$ cat src/rtl/pipe_hazard_ctrl_pkg.sv
// Shared encodings for the miniRV hazard controller:
// forward-select codes and sequencer state codes.
package pipe_hazard_ctrl_pkg;

  localparam logic [1:0] FWD_RF  = 2'd0;
  localparam logic [1:0] FWD_EX  = 2'd1;
  localparam logic [1:0] FWD_MEM = 2'd2;
  localparam logic [1:0] FWD_WB  = 2'd3;

  typedef enum logic {
    S_RUN     = 1'b0,
    S_MC_BUSY = 1'b1
  } state_t;

  function automatic logic rd_match(
    input logic [7:0] rd,
    input logic [7:0] rs,
    input logic       we,
    input logic       used
  );
    return used && we && (rd == rs) && (rd != '0);
  endfunction

endpackage

$ cat src/rtl/hazard_fwd_sel.sv
// Per-operand forward select and load-use detect.
// Ports: rs/rs_used of the ID operand, rd/we/is_load
// of EX/MEM/WB; outputs sel (FWD_*) and load_hazard.
module hazard_fwd_sel
  import pipe_hazard_ctrl_pkg::*;
#(
  parameter int REG_AW       = 5,
  parameter bit LOAD_FWD_MEM = 1'b1
) (
  input  logic [REG_AW-1:0] rs,
  input  logic              rs_used,
  input  logic [REG_AW-1:0] ex_rd,
  input  logic [REG_AW-1:0] mem_rd,
  input  logic [REG_AW-1:0] wb_rd,
  input  logic              ex_we,
  input  logic              mem_we,
  input  logic              wb_we,
  input  logic              ex_is_load,
  input  logic              mem_is_load,
  output logic [1:0]        sel,
  output logic              load_hazard
);

  logic ex_m;
  logic mem_m;
  logic wb_m;
  logic mem_ok;

  assign ex_m  = rd_match(8'(ex_rd), 8'(rs),
                          ex_we, rs_used);
  assign mem_m = rd_match(8'(mem_rd), 8'(rs),
                          mem_we, rs_used);
  assign wb_m  = rd_match(8'(wb_rd), 8'(rs),
                          wb_we, rs_used);

  // load data only exists at the end of MEM
  assign mem_ok = LOAD_FWD_MEM || !mem_is_load;

  always_comb begin
    sel = FWD_RF;
    if (ex_m && !ex_is_load)
      sel = FWD_EX;
    else if (mem_m && mem_ok)
      sel = FWD_MEM;
    else if (wb_m)
      sel = FWD_WB;
  end

  assign load_hazard =
    (ex_m && ex_is_load) ||
    (mem_m && mem_is_load && !LOAD_FWD_MEM);

endmodule

$ cat src/rtl/pipe_hazard_ctrl.sv
// miniRV hazard/sequencing controller: forwarding,
// load-use stalls, redirect flushes, multi-cycle
// handshake with watchdog, stall/flush counters.
// Ports: ID sources, EX/MEM/WB dest info, redirect,
// mc_op/mc_done in; stall/flush/bubble, fwd selects,
// mc_start, sticky mc_err, counters out.
module pipe_hazard_ctrl
  import pipe_hazard_ctrl_pkg::*;
#(
  parameter int REG_AW       = 5,
  parameter int CNT_W        = 32,
  parameter int MC_TIMEOUT   = 64,
  parameter bit LOAD_FWD_MEM = 1'b1
) (
  input  logic              clk,
  input  logic              rst,
  input  logic [REG_AW-1:0] id_rs1,
  input  logic [REG_AW-1:0] id_rs2,
  input  logic              id_rs1_used,
  input  logic              id_rs2_used,
  input  logic [REG_AW-1:0] ex_rd,
  input  logic [REG_AW-1:0] mem_rd,
  input  logic [REG_AW-1:0] wb_rd,
  input  logic              ex_we,
  input  logic              mem_we,
  input  logic              wb_we,
  input  logic              ex_is_load,
  input  logic              mem_is_load,
  input  logic              ex_redirect,
  input  logic              ex_mc_op,
  input  logic              mc_done,
  output logic              pc_stall,
  output logic              ifid_stall,
  output logic              idex_stall,
  output logic              ifid_flush,
  output logic              idex_flush,
  output logic              exmem_bubble,
  output logic [1:0]        fwd_rs1_sel,
  output logic [1:0]        fwd_rs2_sel,
  output logic              mc_start,
  output logic              mc_err,
  output logic [CNT_W-1:0]  stall_cnt,
  output logic [CNT_W-1:0]  flush_cnt
);

  localparam int TW =
    (MC_TIMEOUT > 2) ? $clog2(MC_TIMEOUT) : 1;
  localparam logic [TW-1:0] TMO_LAST =
    TW'(MC_TIMEOUT - 1);

  state_t        state;
  logic [TW-1:0] tmo_cnt;
  logic          just_done;

  logic rs1_haz;
  logic rs2_haz;
  logic lu_haz;
  logic busy;
  logic mc_go;
  logic tmo_hit;
  logic mc_end;

  hazard_fwd_sel #(
    .REG_AW      (REG_AW),
    .LOAD_FWD_MEM(LOAD_FWD_MEM)
  ) u_rs1 (
    .rs         (id_rs1),
    .rs_used    (id_rs1_used),
    .ex_rd      (ex_rd),
    .mem_rd     (mem_rd),
    .wb_rd      (wb_rd),
    .ex_we      (ex_we),
    .mem_we     (mem_we),
    .wb_we      (wb_we),
    .ex_is_load (ex_is_load),
    .mem_is_load(mem_is_load),
    .sel        (fwd_rs1_sel),
    .load_hazard(rs1_haz)
  );

  hazard_fwd_sel #(
    .REG_AW      (REG_AW),
    .LOAD_FWD_MEM(LOAD_FWD_MEM)
  ) u_rs2 (
    .rs         (id_rs2),
    .rs_used    (id_rs2_used),
    .ex_rd      (ex_rd),
    .mem_rd     (mem_rd),
    .wb_rd      (wb_rd),
    .ex_we      (ex_we),
    .mem_we     (mem_we),
    .wb_we      (wb_we),
    .ex_is_load (ex_is_load),
    .mem_is_load(mem_is_load),
    .sel        (fwd_rs2_sel),
    .load_hazard(rs2_haz)
  );

  assign lu_haz = rs1_haz || rs2_haz;
  assign busy   = (state == S_MC_BUSY);

  // the op still in EX right after completion is
  // the one that just finished; do not reissue it
  assign mc_go = (state == S_RUN) && ex_mc_op
              && !just_done;

  assign tmo_hit = busy && !mc_done
                && (tmo_cnt == TMO_LAST);
  assign mc_end  = busy && (mc_done || tmo_hit);

  // MC path outranks redirect; redirect squashes ID,
  // so it outranks load-use
  always_comb begin
    pc_stall     = 1'b0;
    ifid_stall   = 1'b0;
    idex_stall   = 1'b0;
    ifid_flush   = 1'b0;
    idex_flush   = 1'b0;
    exmem_bubble = 1'b0;
    if (mc_go) begin
      pc_stall     = 1'b1;
      ifid_stall   = 1'b1;
      idex_stall   = 1'b1;
      exmem_bubble = 1'b1;
    end else if (busy) begin
      pc_stall     = 1'b1;
      ifid_stall   = 1'b1;
      idex_stall   = !mc_end;
      exmem_bubble = !mc_end;
    end else if (ex_redirect) begin
      ifid_flush = 1'b1;
      idex_flush = 1'b1;
    end else if (lu_haz) begin
      pc_stall   = 1'b1;
      ifid_stall = 1'b1;
      idex_flush = 1'b1;
    end
  end

  always_ff @(posedge clk) begin
    if (rst) begin
      state     <= S_RUN;
      tmo_cnt   <= '0;
      just_done <= 1'b0;
      mc_start  <= 1'b0;
      mc_err    <= 1'b0;
      stall_cnt <= '0;
      flush_cnt <= '0;
    end else begin
      mc_start  <= 1'b0;
      just_done <= 1'b0;
      unique case (state)
        S_RUN: begin
          if (mc_go) begin
            state    <= S_MC_BUSY;
            mc_start <= 1'b1;
            tmo_cnt  <= '0;
          end
        end
        S_MC_BUSY: begin
          tmo_cnt <= tmo_cnt + TW'(1);
          if (tmo_hit)
            mc_err <= 1'b1;
          if (mc_end) begin
            state     <= S_RUN;
            just_done <= 1'b1;
          end
        end
        default: state <= S_RUN;
      endcase
      if (pc_stall)
        stall_cnt <= stall_cnt + CNT_W'(1);
      if (ifid_flush)
        flush_cnt <= flush_cnt + CNT_W'(1);
    end
  end

endmodule

$ cat config.mk
export PLATFORM = sky130hd
export DESIGN_NAME = pipe_hazard_ctrl
export DESIGN_NICKNAME = d
export VERILOG_FILES = /design/src/rtl/pipe_hazard_ctrl_pkg.sv /design/src/rtl/hazard_fwd_sel.sv /design/src/rtl/pipe_hazard_ctrl.sv
export SDC_FILE = /design/constraint.sdc
export NUM_CORES = 1
export LEC_CHECK = 0
export BUFFER_PORTS_ARGS = -buffer_cell sky130_fd_sc_hd__buf_2
export CORE_MARGIN = 2
export CORE_UTILIZATION = 25
export DETAILED_ROUTE_END_ITERATION = 12
export GPL_TIMING_DRIVEN = 0
export SLEW_MARGIN = 40
export SYNTH_ARGS = -nofsm -noshare
export SYNTH_HDL_FRONTEND = slang
export SYNTH_SLANG_ARGS = --single-unit
$ cat constraint.sdc
create_clock -name clk -period 5.87 [get_ports clk]
set_clock_uncertainty 0.1 [all_clocks]
set_input_delay 1.174 -clock clk [delete_from_list [all_inputs] [get_ports clk]]
set_output_delay 1.174 -clock clk [all_outputs]
set_load 0.005 [all_outputs]
==> reports/results.txt <==
The worst-case IR drop observed on VDD is 119 uV. Synthesized area per cell: 8.35 um2. The count of flip-flops with a built-in enable after synthesis came out at 0. Summing over every cut layer, the via total after detailed routing is 3859. The total overflow reported by the global router came out at 0. The clock passes through at most 2 buffers.

In the final routed layout, each cell accounts on average for 13.2 um. The initial antenna violation count is 0. By instance count, the cell type seen most on the critical path is buf_2. Post-CTS timing repair inserted 0 buffers for setup. In the detailed route, the total length drawn on met2 is 5180 um.

The signal on the critical path passes through buf_2 > or4_1 > o211ai_2 > nor2_1 > o21ai_1 > buf_2 > nand2_1 > buf_4 > buf_2. The final setup violation count was 0; the setup slack after layout was 1610 ps. The worst pin sits at a relative slew slack of 59.9%. The cell accounting for the most synthesized area was dfxtp_1.

TritonCTS built the clock tree. The weighted congestion at the end of routability-driven global placement is 0.773. The number of gates resized after CTS was 0. For this block, wires on met1 add up to 5200 um. The floorplan has 47 rows.

After detailed routing, the number of vias per cell comes to 4.57. Critical-path cell with the highest stage delay: or4_1. The run gives 5350 um2 as the final design instance area without fill. Clock-pin slew was measured on the worst setup and hold paths at 60 ps. Global routing used 12.5% of the available tracks across all layers. The die is 133 um wide. In this run the number of H-tree levels came out at 3. The leakage power total is 0.00218 uW, and the cell count after placement is 829.

Based on the critical path, the design can be clocked at up to 235 MHz. The clock drives 74 sinks. The logs give 0 for the remaining antenna violation count after routing and 49 for the distinct cell type count after synthesis.

The worst setup path is launched from an input port. The arrival time at the worst endpoint came out at 2980 ps. The tools report the count of routing violations after the opening detailed-route iteration as 196. Leaving out fill and tap cells, the most frequent cells in the layout are 111 x buf_2, 80 x nor2_1, 74 x dfxtp_1.

For this block, the routed nets add up to 11200 um of wire. The vertical die dimension is 133 um. Along the worst path, the maximum fanout reaches 10. The pre-CTS worst setup slack came out at 1600 ps. Buffers inserted to repair hold after CTS numbered 0. The later pin in the worst-skew pair is clocked with a latency of 330 ps. STA classifies the critical path endpoint as a primary output.

113 I/O pins were placed. The run gives 17700 um2 as the overall die area. The tools report the count of endpoints failing hold in the final timing report as 0.

Grouping stages by cell kind, the critical path spends the most delay in simple AND/OR/NAND/NOR gates. Global-route wire length before repair: 17900 um. The shortest period the worst path allows came out at 4260 ps. The initial core utilization came out at 25.3%. In the final design database the tool counted 660 nets. The portion of synthesized cell area occupied by the leading cell type was 35.5%. The tools report the data required time at the worst endpoint as 4600 ps. Routed signal wires occupy layers up through met4.

The number of antenna diodes in the final layout is 0. Half-perimeter wire length after detailed placement: 8630 um. Setup repair after global routing left no endpoint under its margin. The tools report the number of pins with negative max-slew slack in the final report as 0. The sequential fraction of the synthesis area is 35.5%.

Final hold analysis gives a worst-case slack of 385 ps. Sorting the synthesized cells by area gives the leading types as dfxtp_1 36%, xor2_1 8.2%, nor2_1 7.3%, mux2_2 7.0%, nor2b_1 4.5%. For the max-cap check violation count, the log shows 0.

The number of global-route vias before repair is 3524, and the share of synthesized registers carrying an async set or reset is 0%. Number of synthesized register bits: 74. For the routed wire length on met3, the log shows 625 um. Setup total negative slack on the finished layout was measured at 0 ps. Leaving out filler cells and counting taps, the final layout contains 844.

For the placed standard-cell area, the log shows 5000 um2. Counting both buffers and inverters, the worst setup path holds a total of 4. The delay contributed by the slowest stage of the critical path is 570 ps, and the part of the cycle the worst path needs is 72.5%. The post-route netlist has 26.8% of its cells at a drive strength greater than 1. The cell chosen for the clock root was clkbuf_16. The category of the most critical setup path was in2out.

The tools report the number of buffers inserted during clock tree synthesis as 9. Leaving out fill and tap cells, the most frequent cell in the layout is buf_2. The post-detailed-route DRC marker count is 0. The number of nets handed over by synthesis was 539. The actual slew at the worst max-slew pin is 601 ps. From synthesis to final layout, the design area changed by 28.3%.

The area of the placeable core is 16500 um2. Entering global routing, the biggest net connects 13 pins. The flow ran to the end, and the final reports show no timing, DRC or antenna violations. Power density normalized to cell area: 235 nW/um2. The number of buffers added on ports was 110; the detailed-routing iteration count for the pre-antenna-repair pass was 4. For this run, the number of Yosys warnings is 0. Synthesis handed over a netlist of 499 instances.

The class of the tightest hold or removal check is reg2reg. After synthesis the cells add up to 4170 um2. Filler cell count in the final layout: 1757. Among all flip-flop cells after synthesis, the most frequent one is dfxtp_1.
-- power by group --
| group | switching [uW] | total [uW] | internal (uW) |
|---|---|---|---|
| combinational | 59.2 | 98.7 | 39.5 |
| sequential | 4.02 | 511 | 507 |
| clock | 209 | 646 | 437 |
-- worst min-delay path, delay by kind of cell, from the launching register on --
| family | cells | cell delay (ps) |
|---|---|---|
| and+or+nand+nor | 2 | 120 |
| DFF | 1 | 330 |
-- synth_stat cells, types with 14 or more instances --
master / instances
nand4_1: 17
mux2_2: 26
xnor2_1: 17
dfxtp_1: 74
clkbuf_1: 14
nand3_1: 29
nor2b_1: 30
o21ai_0: 14
a21oi_1: 20
nor2_1: 81
nand2_1: 30
xor2_1: 39
-- logic make-up (layout without fill, tap and decap cells) --
group / count (synthesis) / after routing / synth area share [%]
DFF: 74 / 74 / 35.5
xor gates and xnor gates: 56 / 56 / 11.8
and+or+nand+nor: 238 / 238 / 29.2
muxes: 31 / 31 / 8.32
adders and majority gates: 3 / 3 / 0.901
AOI/OAI and AO/OA: 66 / 66 / 11.1
buffers and inverters: 31 / 156 / 3.18
-- per-stage QoR --
| step | power (uW) | utilization [%] |
|---|---|---|
| 2_1_floorplan | 577 | - |
| 3_3_place_gp | 621 | 30.3 |
| 3_5_place_dp | 622 | 30.3 |
| 4_1_cts | 1270 | 32.5 |
| 5_1_grt | 1310 | 32.5 |
| 6_report | 1260 | 32.5 |
-- sequential cells by signal (all words and copies together) (netlist names) --
signal / flops
tmo_cnt: 6
flush_cnt: 32
mc_err: 1
mc_start: 1
stall_cnt: 32
busy: 1
just_done: 1
-- path summary, 6_finish.rpt --
path / slack [ps] / end / cells past startpoint / from
max: 1610 / pc_stall / 9 / ex_rd[1]
min: 380 / mc_err$_SDFFE_PP0P_ / 2 / mc_err$_SDFFE_PP0P_
max reg2reg: 3420 / stall_cnt[20]$_SDFFE_PP0P_ / 7 / stall_cnt[3]$_SDFFE_PP0P_
min reg2reg: 380 / mc_err$_SDFFE_PP0P_ / 2 / mc_err$_SDFFE_PP0P_
-- per-layer routing --
layer	global-route usage, %	vias up
li1	-	1979
met5	0	-
met1	16.2	1767
met3	3.01	16
met4	4.55	0
met2	20.2	97
-- area by class of cell --
cell class              count  area (um2)  share of cell area [%]
multi-input cells         394        2560                    47.8
inverters                   9        33.8                   0.632
flip-flops and latches     74        1480                    27.7
clock inverters             4        98.8                    1.85
clock buffers              11         253                    4.73
plain buffers              22        98.8                    1.85
repair buffers            110         551                    10.3
well taps                 220         275                    5.15
(Power assumes the default switching activity.)
